===== config.mk =====
export PLATFORM = sky130hd
export DESIGN_NAME = simplez_seq
export DESIGN_NICKNAME = d
export VERILOG_FILES = /design/src/rtl/simplez_pkg.sv /design/src/rtl/simplez_icount.sv /design/src/rtl/simplez_seq.sv
export SDC_FILE = /design/constraint.sdc
export NUM_CORES = 1
export LEC_CHECK = 0
export ABC_AREA = 1
export BUFFER_PORTS_ARGS = -buffer_cell sky130_fd_sc_hd__clkbuf_2
export CORE_UTILIZATION = 40
export DETAILED_ROUTE_END_ITERATION = 8
export PLACE_DENSITY = 0.73
export SLEW_MARGIN = 20
export SYNTH_ARGS = -nofsm -noshare
export SYNTH_HDL_FRONTEND = slang
export SYNTH_SLANG_ARGS = --single-unit

===== constraint.sdc =====
create_clock -name clk -period 1.6 [get_ports clk]
set_input_delay 0.16 -clock clk [delete_from_list [all_inputs] [get_ports clk]]
set_output_delay 0.16 -clock clk [all_outputs]
set_load 0.005 [all_outputs]

===== src/rtl/simplez_pkg.sv =====
`default_nettype none
// ============================================================================
// Module      : simplez_pkg
// Description : Shared opcode, ALU-operation and sequencer-state encodings
//               for the Simplez control unit.
// Revision    : 1.0 - initial release
// ============================================================================
package simplez_pkg;

  // Instruction opcodes (octal 0-7), taken from the top OPW bits of RI.
  typedef enum logic [2:0] {
    OP_ST   = 3'o0,
    OP_LD   = 3'o1,
    OP_ADD  = 3'o2,
    OP_BR   = 3'o3,
    OP_BZ   = 3'o4,
    OP_CLR  = 3'o5,
    OP_DEC  = 3'o6,
    OP_HALT = 3'o7
  } opcode_e;

  // ALU function select driven with eac.
  localparam logic [1:0] ALU_PASS = 2'd0;
  localparam logic [1:0] ALU_ADD  = 2'd1;
  localparam logic [1:0] ALU_CLR  = 2'd2;
  localparam logic [1:0] ALU_DEC  = 2'd3;

  // Sequencer states. PAUSE is only reachable in single-step builds.
  typedef enum logic [2:0] {
    FETCH_A = 3'd0,
    FETCH_M = 3'd1,
    EXEC    = 3'd2,
    OPER    = 3'd3,
    HALTED  = 3'd4,
    PAUSE   = 3'd5
  } state_e;

endpackage
`default_nettype wire


===== src/rtl/simplez_icount.sv =====
`default_nettype none
// ============================================================================
// Module      : simplez_icount
// Description : Saturating retired-instruction counter. Counts one per inc
//               pulse and sticks at all-ones instead of wrapping.
// Revision    : 1.0 - initial release
// ============================================================================
module simplez_icount #(
  parameter int ICW = 16
) (
  input  logic           clk,
  input  logic           rst,
  input  logic           inc,
  output logic [ICW-1:0] count
);

  logic [ICW-1:0] count_q;
  logic [ICW-1:0] count_d;

  // Next count: advance on inc unless already saturated.
  always_comb begin
    count_d = count_q;
    if (inc && (count_q != {ICW{1'b1}})) begin
      count_d = count_q + 1'b1;
    end
  end

  // Counter register with synchronous clear.
  always_ff @(posedge clk) begin
    if (rst) begin
      count_q <= '0;
    end else begin
      count_q <= count_d;
    end
  end

  assign count = count_q;

endmodule
`default_nettype wire


===== src/rtl/simplez_seq.sv =====
`default_nettype none
// ============================================================================
// Module      : simplez_seq
// Description : Simplez instruction sequencer. Fetches via CP/RA/RI, decodes
//               the opcode, issues all datapath micro-orders and waits on
//               mem_rdy for every memory access. Counts retired instructions.
//               Optional single-step mode: define SIMPLEZ_STEP_EN to add the
//               step input and the PAUSE state between instructions.
// Revision    : 1.0 - initial release
// ============================================================================
module simplez_seq
  import simplez_pkg::*;
#(
  parameter int OPW   = 3,
  parameter int ICW   = 16,
  parameter int DATAW = 12
) (
  input  logic           clk,
  input  logic           rst,
  input  logic [OPW-1:0] op,
  input  logic           z,
  input  logic           mem_rdy,
`ifdef SIMPLEZ_STEP_EN
  input  logic           step,
`endif
  output logic           lec,
  output logic           esc,
  output logic           era,
  output logic           scp,
  output logic           ecp,
  output logic           incp,
  output logic           sri,
  output logic           eri,
  output logic           sac,
  output logic           eac,
  output logic [1:0]     alu_op,
  output logic           stop,
  output logic [ICW-1:0] icount
);

  // An opcode field wider than the data word cannot be sliced from RI;
  // such a build treats every instruction as HALT.
  localparam logic c_cfg_ok = (DATAW >= OPW);

  // Where a retired, non-HALT instruction goes next.
`ifdef SIMPLEZ_STEP_EN
  localparam state_e c_retire_state = PAUSE;
`else
  localparam state_e c_retire_state = FETCH_A;
`endif

  state_e         state_q;
  state_e         state_d;
  opcode_e        op_q;
  opcode_e        op_d;
  opcode_e        op_dec;
  logic           op_hi;
  logic           retire;
  logic [ICW-1:0] count;

  // Opcode values above 7 (only possible when OPW > 3) decode as HALT.
  if (OPW > 3) begin : g_op_wide
    assign op_hi = |op[OPW-1:3];
  end else begin : g_op_narrow
    assign op_hi = 1'b0;
  end

  // Opcode decode from the live RI field.
  always_comb begin
    op_dec = opcode_e'(op[2:0]);
    if (op_hi || !c_cfg_ok) begin
      op_dec = OP_HALT;
    end
  end

  // Next-state and micro-order generation; reset forces every output low.
  always_comb begin
    state_d = state_q;
    op_d    = op_q;
    retire  = 1'b0;
    lec     = 1'b0;
    esc     = 1'b0;
    era     = 1'b0;
    scp     = 1'b0;
    ecp     = 1'b0;
    incp    = 1'b0;
    sri     = 1'b0;
    eri     = 1'b0;
    sac     = 1'b0;
    eac     = 1'b0;
    alu_op  = ALU_PASS;
    stop    = 1'b0;

    case (state_q)
      FETCH_A: begin
        scp     = 1'b1;
        era     = 1'b1;
        incp    = 1'b1;
        state_d = FETCH_M;
      end

      FETCH_M: begin
        lec = 1'b1;
        if (mem_rdy) begin
          eri     = 1'b1;
          state_d = EXEC;
        end
      end

      EXEC: begin
        op_d = op_dec;
        case (op_dec)
          OP_ST, OP_LD, OP_ADD: begin
            sri     = 1'b1;
            era     = 1'b1;
            state_d = OPER;
          end
          OP_BR: begin
            sri     = 1'b1;
            ecp     = 1'b1;
            retire  = 1'b1;
            state_d = c_retire_state;
          end
          OP_BZ: begin
            sri     = z;
            ecp     = z;
            retire  = 1'b1;
            state_d = c_retire_state;
          end
          OP_CLR: begin
            eac     = 1'b1;
            alu_op  = ALU_CLR;
            retire  = 1'b1;
            state_d = c_retire_state;
          end
          OP_DEC: begin
            eac     = 1'b1;
            alu_op  = ALU_DEC;
            retire  = 1'b1;
            state_d = c_retire_state;
          end
          OP_HALT: begin
            retire  = 1'b1;
            state_d = HALTED;
          end
          default: begin
            state_d = FETCH_A;
          end
        endcase
      end

      // Operand access uses the opcode captured in EXEC, not the live RI.
      OPER: begin
        case (op_q)
          OP_ST: begin
            sac = 1'b1;
            esc = 1'b1;
          end
          OP_LD: begin
            lec = 1'b1;
            if (mem_rdy) begin
              eac    = 1'b1;
              alu_op = ALU_PASS;
            end
          end
          OP_ADD: begin
            lec = 1'b1;
            if (mem_rdy) begin
              eac    = 1'b1;
              alu_op = ALU_ADD;
            end
          end
          default: begin
            state_d = FETCH_A;
          end
        endcase
        if (mem_rdy && (op_q == OP_ST || op_q == OP_LD || op_q == OP_ADD)) begin
          retire  = 1'b1;
          state_d = c_retire_state;
        end
      end

      HALTED: begin
        stop = 1'b1;
      end

`ifdef SIMPLEZ_STEP_EN
      PAUSE: begin
        if (step) begin
          state_d = FETCH_A;
        end
      end
`endif

      default: begin
        state_d = FETCH_A;
      end
    endcase

    if (rst) begin
      retire = 1'b0;
      lec    = 1'b0;
      esc    = 1'b0;
      era    = 1'b0;
      scp    = 1'b0;
      ecp    = 1'b0;
      incp   = 1'b0;
      sri    = 1'b0;
      eri    = 1'b0;
      sac    = 1'b0;
      eac    = 1'b0;
      alu_op = ALU_PASS;
      stop   = 1'b0;
    end
  end

  // State and latched-opcode registers.
  always_ff @(posedge clk) begin
    if (rst) begin
      state_q <= FETCH_A;
      op_q    <= OP_ST;
    end else begin
      state_q <= state_d;
      op_q    <= op_d;
    end
  end

  simplez_icount #(
    .ICW (ICW)
  ) u_icount (
    .clk   (clk),
    .rst   (rst),
    .inc   (retire),
    .count (count)
  );

  // The count reads as zero for the whole reset cycle, not just after it.
  assign icount = rst ? '0 : count;

endmodule
`default_nettype wire


Word level (Yosys, flattened, before mapping)
Cells that the tools add are included.
- bitwise logic cells: 1
- eq/ne operators: 16
- $add $sub $neg: 1
- multiplexer cells: 41
- reductions and logical operators: 15
- operators with widths (cell ; number):
    $mux W1 ; 26
    $add A16 B1 Y16 const B ; 1
    $mux W16 ; 1
    $ne A16 B16 Y1 const B ; 1
    $eq A3 B2 Y1 const B ; 5
    $eq A3 B3 Y1 const B ; 5
    $pmux W3 S5 ; 1
    $pmux W1 S2 ; 6
    $eq A3 B1 Y1 const B ; 3
    $logic_not A3 Y1 ; 3
    $mux W3 ; 3
    $pmux W3 S3 ; 1
    $pmux W2 S2 ; 2
    $reduce_or A4 Y1 ; 2
    $reduce_or A3 Y1 ; 2
    $reduce_or A5 Y1 ; 1
    $reduce_or A2 Y1 ; 2
    $ne A3 B3 Y1 const B ; 1
    $reduce_and A3 Y1 ; 1
    $logic_and A1 B1 Y1 ; 2
    $logic_or A1 B1 Y1 ; 2
    $mux W2 ; 1
    $ne A2 B2 Y1 const B ; 1
    $not A1 Y1 ; 1
- input bits: 7
- bits in registers: 22

Depth between registers and ports, before layout
- depth after elaboration: 8
- gate-level depth with buffers: 9
- depth with buffers taken out: 9

Hierarchy
From an unflattened synthesis, not the netlist that was laid out.
- cells, all modules: 264
- area, all modules: 1537.7 µm²
- by module, submodules not included (module ; area each (µm²) ; cells an instance ; times used ; seq. area each (µm²)):
    simplez_icount ; 929.6 ; 149 ; 1 ; 320.3
    simplez_seq ; 608.1 ; 115 ; 1 ; 120.1

Least setup slack after synthesis
OpenSTA, ideal clock, no wires.
- path type: register to register
- start: register u_icount.count_q[1] (netlist: u_icount.count[1])
- end: register u_icount.count_q[13] (netlist: u_icount.count[13])
- clock period less this slack: 1.507 ns
- setup slack: 0.093 ns
- stages on the path, launching flop included: 9
- data arrival time: 1.439 ns
- cell sequence: dfxtp_1 ha_1 nand3_2 nor2_4 nand4_4 nand2_4 buf_12 nand2_2 a21oi_2
- cells in the longest elaborated chain, start to end: 2
- RTL lines (item ; line ; source):
    from (decl) ; simplez_icount.sv:17 ; logic [ICW-1:0] count_q;
    from (signal assigned) ; simplez_icount.sv:33 ; count_q <= count_d;
    parallel branches: the longest is 2 deep, another holds $add A16 B1 Y16 ; -- ;
Several ways; the timed one is not identified.
A chain may end at the register's enable or synchronous reset.

Worst setup path after layout
- start: register state_q[1]
- end: output port eac
- cells in the longest elaborated chain, start to end: 3
- RTL lines (item ; line ; source):
    from (decl) ; simplez_seq.sv:52 ; state_e state_q;
    from (signal assigned) ; simplez_seq.sv:223 ; state_q <= state_d;
    $eq A3 B2 Y1 ; simplez_seq.sv:94 ; case (state_q)
    $pmux W1 S2 (*) ; simplez_seq.sv:94 ;
    $mux W1 (*) ; simplez_seq.sv:200 ; if (rst) begin
    to (decl) ; simplez_seq.sv:35 ; output logic eac,
Mark *: on every way between the ends. The rest lies on a longest branch, timed or not.

==> run summary <==
The run gives 4 as the number of detailed-routing iterations run before antenna repair. The internal power came out at 0.0009106 W. In this run the vertical extent of the chip is 65.84 µm.

For the max-slew violation count, the log shows 0. Walking the worst path, the cells encountered are nand2_2 -> nor2_4 -> nand2_1 -> inv_2 -> o21ai_2 -> or2_4 -> a21oi_2 -> buf_2. In the final routed layout, each cell accounts on average for 11.19 µm. The hold violation count in the final report came out at 0. The tree is rooted in a clkbuf_8. The logs give 0.311 for the clock share of power and 0 for the residual antenna-violating net count after detailed routing.

The H-tree depth came out at 1. For the pin with the worst max-slew slack, the measured transition is 319.6 ps. The type of the worst min-delay path is primary input to flip-flop.

The cell area power density is 601.0 nW/µm². The tools report the kind of start point of the critical path as a flip-flop. The initial core utilization is 0.4323, and the register share of total power is 0.469. The tools report the number of global-route vias before repair as 1575. The slowest stage of the critical path belongs to the cell dfxtp_2. The routed layout has 1723 vias. The cell area after placement came out at 1878 µm². The run gives 263 as the total nets after synthesis. Ratio of final minimum period to clock period: 1.022. Data on the critical path is required at its endpoint by 1440 ps. For the count of endpoints failing setup in the final report, the log shows 3. Input and output buffers added on the ports amount to 35. The logs give 0.001279 W for the total power draw and 2128 µm² for the design area. Static timing analysis puts the maximum clock frequency at 611.5 MHz. The top cell type's share of synthesized area is 0.2701. The synthesized design spends more area on one cell type than any other, namely dfxtp_1. The tools report the setup TNS as -61.93 ps. The tools report the max-cap violation count as 0.

In this run the static leakage power is 0.8796 nW. The worst setup path is captured at a primary output. Synthesis handed over a netlist of 255 instances.

The tools report the fraction of power consumed by combinational cells as 0.220. Entering global routing, the biggest net connects 28 pins. At the end of routability-driven placement, the weighted congestion stood at 0.8810. The setup clock skew after layout is 1.546 ps, and the longest individual stage delay on the worst path is 370 ps.

Clock tree synthesis inserted a total of 3 buffers. Area added between synthesis and finish: 30.54%. TritonCTS built the clock tree. The first global-routing pass estimated 6610 µm of wire.

0 antenna diodes ended up in the layout. By area the synthesized netlist is led by dfxtp_1 (27%), nand2_1 (12%), nor2_1 (9.9%), nand3_1 (7.4%), inv_1 (7.4%). The net count of the finished layout is 313.

The checks that failed: negative setup slack. The minimum setup slack in the final design came out at -35.33 ps. Setup repair after global routing could not meet its margin everywhere.

The cell area after synthesis is 1630 µm². The flow ran to the end, but the final reports show violations. For this run the aggregate overflow at the end of global routing stands at 0. At the worst endpoint, the arrival time is 1480 ps. The run gives 0.7869 as the worst slew margin relative to its limit. The floorplan has 22 rows. For the post-synthesis sequential area ratio, the log shows 0.2701.

Leaving out fill and tap cells, the most frequent cells in the layout are nand2_1 (48), nor2_1 (39), inv_1 (30), clkbuf_2 (30), nand3_1 (22). Yosys printed 0 warnings. In the routed design, unresolved DRC markers number 0. The number of top-level design ports is 36, and the count of routing violations after the opening detailed-route iteration is 58. Estimated wirelength of the detail-placed design: 2856 µm. Registers take 447.9 µm². The number of synthesized register bits is 22.

The tools report the number of buffers on the longest clock path as 2. Leaving out fill and tap cells, the most frequent cell in the layout is nand2_1. The clock slew seen by the registers of the worst setup and hold paths was 80 ps; the layout cell share with drive strength beyond 1 was 0.3783. After detailed routing, the number of vias per cell comes to 4.895. The worst-case IR drop observed on VDD is 0.2922 mV. In this run the horizontal extent of the chip is 65.84 µm.

Synthesis instantiated 30 different standard cells from the library. For the total track usage, the log shows 0.1927. The later pin in the worst-skew pair is clocked with a latency of 260 ps. The critical-path maximum fanout was 4; the overall die area was 4335 µm².

The logs give 356 for the filler cell count in the final layout and 22 for the count of clock tree sinks. Summed over all nets, the switching power comes to 0.0003685 W. Net switching fraction of the power: 0.2881. The final critical path time including I/O delays and setup was 1635 ps; the total wire length was 3939 µm.

The total area inside the core boundary comes to 3771 µm². The initial antenna violation count was 0. The critical path is of the flip-flop to primary output type. In this run the mean area of a mapped cell was 6.393 µm².

The multi-input combinational cells in the finished layout cover a total of 1109 µm². The tools report the utilization of the core after routing as 0.5644. Hold timing on the final database bottoms out at a slack of 192.7 ps.
==> logic make-up after synthesis <==
family,count (synthesis),share of synthesized area
and+or+nand+nor,150,0.4390
adders and majority gates,1,0.007673
buffers and inverters,43,0.1166
DFF,22,0.2701
AOI/OAI and AO/OA,32,0.1289
xor gates and xnor gates,7,0.03761
==> synth_stat cells <==
library cell and n:
a211oi_2 1, a31oi_1 2, clkbuf_1 4, inv_1 32
a21oi_2 10, a21boi_1 1, a21oi_1 11, nand2_2 10
nor2_2 3, nor2_4 2, buf_2 1, nor3_4 1
xor2_1 7, o21ai_0 7, nand4_1 5, nand2_1 50
dfxtp_1 22, clkinv_1 1, buf_4 3, buf_12 1
nand3_2 2, nand3_1 24, nor3_1 6, nor4_1 1
nand2_4 1, nand4_4 1, inv_2 1, nor2_1 43
or2_2 1, ha_1 1
==> cell type report <==
class	count	share of cell area
clock buffer	4	0.02587
inverter	34	0.05996
multi-input combinational	190	0.5209
sequential	22	0.2105
tap	48	0.02822
timing repair buffer	54	0.1546
==> power groups by stage <==
stage	sequential (W)	clock, W	combinational [W]
4_1_cts	0.000592	0.000410	0.000244
2_1_floorplan	0.000597	0	0.000149
5_1_grt	0.000603	0.000444	0.000313
3_3_place_gp	0.000597	0	0.000214
3_5_place_dp	0.000599	0	0.000216
6_report	0.000600	0.000398	0.000281
==> sequential cells by signal (all words and copies together) (netlist names) <==
signal	count
u_icount.count	16
op_q	3
state_q	3
==> per-stage QoR <==
| stage | setup WS (ps) | instances |
|---|---|---|
| 6_report | -35.33 | 352 |
| 5_1_grt | -124.0 | 352 |
| 3_5_place_dp | 95.36 | 339 |
| 3_3_place_gp | 114.1 | 339 |
| 2_1_floorplan | 92.67 | 255 |
| 4_1_cts | -46.87 | 348 |
==> routing by layer <==
metal / routed length [µm] / track usage / share of wire
met5: 0 / 0 / 0
met4: 34 / 0.06522 / 0.0086
met3: 119 / 0.02414 / 0.030
met2: 1979 / 0.3406 / 0.50
met1: 1805 / 0.2374 / 0.46
==> final timing paths <==
check                                       start                              end  slack [ps]  cells after the start
setup / recovery          state_q[1]$_SDFFE_PP0P_                              eac         -40                      8
hold / removal                              op[0]             op_q[0]$_SDFFE_PP0P_         190                      3
setup reg to reg          state_q[1]$_SDFFE_PP0P_   u_icount.count[6]$_SDFFE_PP0P_          50                      9
hold reg to reg   u_icount.count[15]$_SDFFE_PP0P_  u_icount.count[15]$_SDFFE_PP0P_         510                      2
==> critical path, delay by kind of cell, from the launching register on <==
kind,cells,cell delay (ps)
AOI/OAI and AO/OA,2,170
buffers and inverters,2,180
DFF,1,370
and+or+nand+nor,4,500
==> repair_timing <==
action | in CTS | in global routing
endpoints found under the setup margin | 8 | 23
buffers inserted | 5 | 4
hold buffers | 0 | 0
gates resized for setup | 14 | 29
pin swaps | 6 | 6
(Power assumes the default switching activity.)
